==> src/rtl/dmem_arbiter.sv <==
// Data-memory arbiter: two requesters share one single-port memory.
// Round-robin grant, IDLE -> MEM -> RESP sequencing, RISC-V lane enables,
// load extraction with sign/zero extension, and misaligned-access rejection.
//
// state | meaning
// ------+-----------------------------------------------------------------
// IDLE  | waiting for a request; grant is issued combinationally here
// MEM   | memory strobe for the accepted access (suppressed on error)
// RESP  | completion pulse and formatted load data to the owner
module dmem_arbiter #(
    parameter int ADDR_W = 32,
    parameter int DATA_W = 32,
    parameter int MEM_AW = 12
) (
    input  logic              clk,
    input  logic              rst,
    input  logic              req0_valid,
    input  logic              req0_we,
    input  logic [ADDR_W-1:0] req0_addr,
    input  logic [1:0]        req0_size,
    input  logic              req0_unsigned,
    input  logic [DATA_W-1:0] req0_wdata,
    output logic              req0_gnt,
    output logic              req0_rvalid,
    output logic [DATA_W-1:0] req0_rdata,
    output logic              req0_err,
    input  logic              req1_valid,
    input  logic              req1_we,
    input  logic [ADDR_W-1:0] req1_addr,
    input  logic [1:0]        req1_size,
    input  logic              req1_unsigned,
    input  logic [DATA_W-1:0] req1_wdata,
    output logic              req1_gnt,
    output logic              req1_rvalid,
    output logic [DATA_W-1:0] req1_rdata,
    output logic              req1_err,
    output logic              mem_en,
    output logic              mem_we,
    output logic [3:0]        mem_be,
    output logic [MEM_AW-1:0] mem_addr,
    output logic [DATA_W-1:0] mem_wdata,
    input  logic [DATA_W-1:0] mem_rdata
);

    localparam logic [1:0] S_IDLE = 2'd0;
    localparam logic [1:0] S_MEM  = 2'd1;
    localparam logic [1:0] S_RESP = 2'd2;

    logic [1:0]        state_q, state_d;
    logic              last_owner_q;
    logic              owner_q;
    logic              we_q;
    logic [MEM_AW+1:0] addr_q;
    logic [1:0]        size_q;
    logic              uns_q;
    logic [DATA_W-1:0] wdata_q;
    logic              err_q;

    logic              any_gnt;
    logic              sel;
    logic [ADDR_W-1:0] sel_addr;
    logic [1:0]        sel_size;
    logic              sel_err;
    logic              unused_addr_bits;

    logic              in_access;
    logic              in_resp;
    logic [3:0]        be_lanes;
    logic [DATA_W-1:0] wdata_lanes;
    logic [DATA_W-1:0] lane_shift;
    logic [DATA_W-1:0] load_fmt;
    logic [DATA_W-1:0] rdata_out;

    // Round-robin grant: a lone requester wins; on a tie the port that did not own last wins.
    // Grant is held off while reset is asserted so nothing is accepted into a resetting FSM.
    always_comb begin
        req0_gnt = 1'b0;
        req1_gnt = 1'b0;
        if (!rst && state_q == S_IDLE) begin
            if (req0_valid && (!req1_valid || last_owner_q)) begin
                req0_gnt = 1'b1;
            end else if (req1_valid) begin
                req1_gnt = 1'b1;
            end
        end
    end

    assign any_gnt  = req0_gnt | req1_gnt;
    assign sel      = req1_gnt;
    assign sel_addr = sel ? req1_addr : req0_addr;
    assign sel_size = sel ? req1_size : req0_size;
    assign sel_err  = (sel_size == 2'd3)
                    | (sel_size == 2'd1 &&  sel_addr[0])
                    | (sel_size == 2'd2 && (sel_addr[1:0] != 2'b00));

    // Byte-address bits above the memory word range do not reach the memory.
    assign unused_addr_bits = ^sel_addr[ADDR_W-1:MEM_AW+2];

    // Next-state: every non-idle state advances unconditionally.
    always_comb begin
        state_d = S_IDLE;
        case (state_q)
            S_IDLE:  state_d = any_gnt ? S_MEM : S_IDLE;
            S_MEM:   state_d = S_RESP;
            S_RESP:  state_d = S_IDLE;
            default: state_d = S_IDLE;
        endcase
    end

    // State, arbitration history and the captured request of the current access.
    always_ff @(posedge clk) begin
        if (rst) begin
            state_q      <= S_IDLE;
            last_owner_q <= 1'b1;
            owner_q      <= 1'b0;
            we_q         <= 1'b0;
            addr_q       <= '0;
            size_q       <= 2'd0;
            uns_q        <= 1'b0;
            wdata_q      <= '0;
            err_q        <= 1'b0;
        end else begin
            state_q <= state_d;
            if (any_gnt) begin
                last_owner_q <= sel;
                owner_q      <= sel;
                we_q         <= sel ? req1_we : req0_we;
                addr_q       <= sel_addr[MEM_AW+1:0];
                size_q       <= sel_size;
                uns_q        <= sel ? req1_unsigned : req0_unsigned;
                wdata_q      <= sel ? req1_wdata : req0_wdata;
                err_q        <= sel_err;
            end
        end
    end

    // Lane enables and lane-replicated store data for the captured access.
    always_comb begin
        be_lanes    = 4'b1111;
        wdata_lanes = wdata_q;
        case (size_q)
            2'd0: begin
                be_lanes    = 4'b0001 << addr_q[1:0];
                wdata_lanes = {4{wdata_q[7:0]}};
            end
            2'd1: begin
                be_lanes    = addr_q[1] ? 4'b1100 : 4'b0011;
                wdata_lanes = {2{wdata_q[15:0]}};
            end
            default: begin
                be_lanes    = 4'b1111;
                wdata_lanes = wdata_q;
            end
        endcase
    end

    // An erroring access never strobes memory; all memory outputs are quiet outside MEM.
    assign in_access = (state_q == S_MEM) && !err_q;
    assign in_resp   = (state_q == S_RESP);
    assign mem_en    = in_access;
    assign mem_we    = in_access & we_q;
    assign mem_be    = in_access ? be_lanes : 4'b0000;
    assign mem_addr  = in_access ? addr_q[MEM_AW+1:2] : '0;
    assign mem_wdata = in_access ? wdata_lanes : '0;

    // Load formatting: bring the addressed lane down to bit 0, then extend.
    always_comb begin
        lane_shift = mem_rdata >> {addr_q[1:0], 3'b000};
        case (size_q)
            2'd0:    load_fmt = {{24{~uns_q & lane_shift[7]}},  lane_shift[7:0]};
            2'd1:    load_fmt = {{16{~uns_q & lane_shift[15]}}, lane_shift[15:0]};
            default: load_fmt = lane_shift;
        endcase
    end

    assign rdata_out   = (in_resp && !we_q && !err_q) ? load_fmt : '0;
    assign req0_rvalid = in_resp & ~owner_q;
    assign req1_rvalid = in_resp &  owner_q;
    assign req0_err    = req0_rvalid & err_q;
    assign req1_err    = req1_rvalid & err_q;
    assign req0_rdata  = req0_rvalid ? rdata_out : '0;
    assign req1_rdata  = req1_rvalid ? rdata_out : '0;

endmodule
==> config.mk <==
export PLATFORM = sky130hd
export DESIGN_NAME = dmem_arbiter
export DESIGN_NICKNAME = d
export VERILOG_FILES = /design/src/rtl/dmem_arbiter.sv
export SDC_FILE = /design/constraint.sdc
export NUM_CORES = 1
export LEC_CHECK = 0
export CAP_MARGIN = 20
export CELL_PAD_IN_SITES_DETAIL_PLACEMENT = 0
export CELL_PAD_IN_SITES_GLOBAL_PLACEMENT = 2
export CORE_UTILIZATION = 16
export DETAILED_ROUTE_END_ITERATION = 10
export HOLD_SLACK_MARGIN = 0.06
export PLACE_DENSITY = 0.75
export SLEW_MARGIN = 20
export SYNTH_ARGS = -nofsm -noshare
export SYNTH_HDL_FRONTEND = slang
export SYNTH_SLANG_ARGS = --single-unit
==> constraint.sdc <==
create_clock -name clk -period 2.4 [get_ports clk]
set_input_delay 0.48 -clock clk [delete_from_list [all_inputs] [get_ports clk]]
set_output_delay 0.48 -clock clk [all_outputs]
set_load 0.01 [all_outputs]
==> metrics.md <==
| Metric | Value |
|---|---|
| Io pins | `292` |
| Placement Cell Area | `roughly 0.0074 mm²` |
| Diodes inserted | `0` |
| Initial antenna violation count | `0` |
| Core box area | `0.02460 mm²` |
| Mapped Area | `just over 0.004 mm²` |
| CTS sink cnt | `55` |
| Clk pin slew, worst setup/hold paths | `about 0.070 ns` |
| Largest area contributor in the netlist | `dfxtp_1` |
| Overall power | `3.531 mW` |
| Unrepaired setup endpoints after global routing | `yes` |
| Rows | `57` |
| Rel. slew slack | `between 60% and 70%` |
| Register area share after synthesis | `27.13%` |
| Die width | `161.3 µm` |
| Asr flop ratio synth | `0%` |
| DR vias | `5315` |
| Final Hold Vio Count | `0` |
| Chip height | `161.3 µm` |
| Flip-flop and latch area | `0.001107 mm²` |
| Setup Crit Path Kind | `flip-flop to output port` |
| Synthesized net count | `786` |
| Max Slew Vio Count | `0` |
| Final Wtd Congestion | `0.8040` |
| Setup crit start kind | `flip-flop` |
| CTS root buf | `clkbuf_16` |
| First-pass GRT wire length | `32800 µm` |
| Cts bufs inserted | `5` |
| Top cells by count, synth | `147 x nand2_1, 146 x nor2_1, 55 x dfxtp_1, 46 x a311oi_1, 36 x mux2i_1` |
| Post-synth EDFFs | `0` |
| Fill cells | `2672` |
| Max Fclk | `~0.39 GHz` |
| Maxcap violations | `0` |
| LEAKAGE | `approximately 3.3 nW` |
| Hold Path Class | `input pin to flip-flop` |
| WP data required | `1.92 ns` |
| Worst Skew | `0.004777 ns` |
| CP max stage cell | `dfxtp_4` |
| Dominant synthesized flop cell | `dfxtp_1` |
| Port-buffer cells | `255` |
| Area fraction of the dominant cell type after synthesis | `27.13%` |
| Synthesized instance count | `just over 600` |
| Fin nets | `roughly 1.1k` |
| CTS tree | `yes` |
| Yosys reg bits | `55` |
| Syn avg cell area | `6.611 µm²` |
| Final setup fails | `48` |
| Fin crit period | `2.592 ns` |
| Number of global-route vias before repair | `5471` |
| Status | `complete, but fails checks` |
| Area occupied by multi-input gates | `around 0.0031 mm²` |
| Synth area leaders | `dfxtp_1 27%, nand2_1 14%, nor2_1 14%` |
| DRT antenna net count | `0` |
| GRT Total Usage | `about 16%` |
| Drc violations | `0` |
| Final Cycle Share | `108.0%` |
| CTS Buffer Depth | `2` |
| P&R area growth vs syn | `98.09%` |
| Clock latency on the worst-skew pair | `0.31 ns` |
| Die Area | `0.02601 mm²` |
| Crit. End Element | `output port` |
| Hold slack final | `0.4858 ns` |
| Crit-path max FO | `8` |
| Worst-margin pin slew | `0.5594 ns` |
| Global route total overflow | `0` |
| Largest stage delay on the critical path | `0.41 ns` |
| First drt pass iteration count | `4` |
| Fin area | `~0.0080 mm²` |
| H-tree levels | `2` |
| Post-route setup TNS | `-5.757 ns` |
| Violated checks | `setup timing` |
| Distinct cells, synth | `33` |
| Initial Util | `16.50%` |
| Pin count of the biggest net entering global routing | `62` |
| Worst vdd ir | `0.2757 mV` |
| CP Cell Sequence | `mux2i_2, buf_4, a2bb2oi_4, mux2i_4, a21oi_4, buf_6, buf_12, buf_16, nor3_2, buf_2` |
| Layout cell share with drive strength beyond 1 | `27.07%` |
| DRT iter0 DRCs | `between 200 and 250` |
| Final wirelength | `21460 µm` |
| Hold Buf Count CTS | `0` |
| Arrival time worst endpoint | `2.11 ns` |
| Yosys Warn Count | `0` |
| Routed length per placed instance | `approximately 17 µm` |
| Vias per std cell | `between 4 and 5` |
| Top-count cell post-synth | `nand2_1` |
| Fin worst setup slack | `-0.1921 ns` |
| HPWL Detailed | `16270 µm` |
| PD cells | `439.1 mW/mm²` |
[timing repair]
| item | 4_1_cts | 5_1_grt |
|---|---|---|
| gates resized for setup | 369 | 92 |
| gates cloned | 4 | 0 |
| endpoints found under the hold margin | 0 | 0 |
| endpoints found under the setup margin | 116 | 69 |
| setup buffers | 16 | 7 |
| pin swaps | 24 | 23 |
[worst max-delay path: cells and delay by family, from the launching register on]
family                 cells  cell delay (ns)
buffers and inverters      5             0.67
DFF                        1             0.41
muxes                      2             0.34
AOI/OAI and AO/OA          2             0.33
and+or+nand+nor            1             0.04
[metal layers]
layer / routed length, µm / vias to the layer above / global-route usage (%)
met5: 0 / - / 0
met4: 333 / 0 / 3.902
met3: 1893 / 18 / 5.598
met2: 10230 / 220 / 28.51
met1: 9001 / 2388 / 19.10
li1: - / 2689 / -
[final timing paths]
check	start	endpoint	slack [ns]	cells past startpoint
worst max-delay path	addr_q[1]	req1_rdata[29]	-0.19	10
worst min-delay path	rst	owner_q	0.49	2
worst max register to register	state_q[0]	err_q	0.61	8
worst min register to register	addr_q[5]	addr_q[5]	0.50	2
[placed cells by master, fill, tap and decap left out, types with 27 or more instances in the layout]
master / netlist / routed
a311oi_1: 46 / 46
dlygate4sd2_1: 0 / 45
buf_4: 2 / 69
buf_6: 2 / 27
nand2_1: 147 / 144
buf_2: 14 / 34
clkdlybuf4s50_1: 0 / 128
nor2_1: 146 / 120
mux2i_1: 36 / 30
dfxtp_1: 55 / 52
[cells by family (layout without fill, tap and decap cells)]
| logic type | after synthesis | after routing | synth area share [%] |
|---|---|---|---|
| mux | 45 | 45 | 11.65 |
| simple gates | 343 | 343 | 34.53 |
| flops | 55 | 55 | 27.13 |
| buf+inv | 62 | 364 | 6.720 |
| compound gates | 109 | 109 | 19.98 |
[registers in the layout, summed over array words and instances (netlist names)]
name          count
err_q             1
owner_q           1
wdata_q          32
we_q              1
last_owner_q      1
size_q            2
uns_q             1
state_q           2
addr_q           14
[through the flow]
stage / cells / utilization, % / worst slack, ns
after floorplan: 614 / - / 0.3262
after global placement: 1209 / 29.97 / -0.7251
after detailed placement: 1209 / 29.97 / -0.7429
after CTS: 1237 / 31.83 / -0.1789
after global routing: 1240 / 32.68 / -0.2526
final: 1240 / 32.68 / -0.1921
[cell type report]
| class | count | share of cell area, % |
|---|---|---|
| timing repair buffer | 349 | 40.34 |
| multi-input combinational | 497 | 38.36 |
| sequential | 55 | 13.77 |
| tap | 324 | 5.042 |
| clock buffer | 5 | 1.556 |
| clock inverter | 3 | 0.5447 |
| inverter | 7 | 0.3890 |
[report_power, final]
group | internal, mW | total, mW | switching (mW)
registers | 1.00 | 1.08 | 0.0842
clock network | 0.494 | 0.876 | 0.382
logic | 0.827 | 1.57 | 0.744
total | 2.32 | 3.53 | 1.21
No activity file was read; power rests on OpenSTA's default activity.
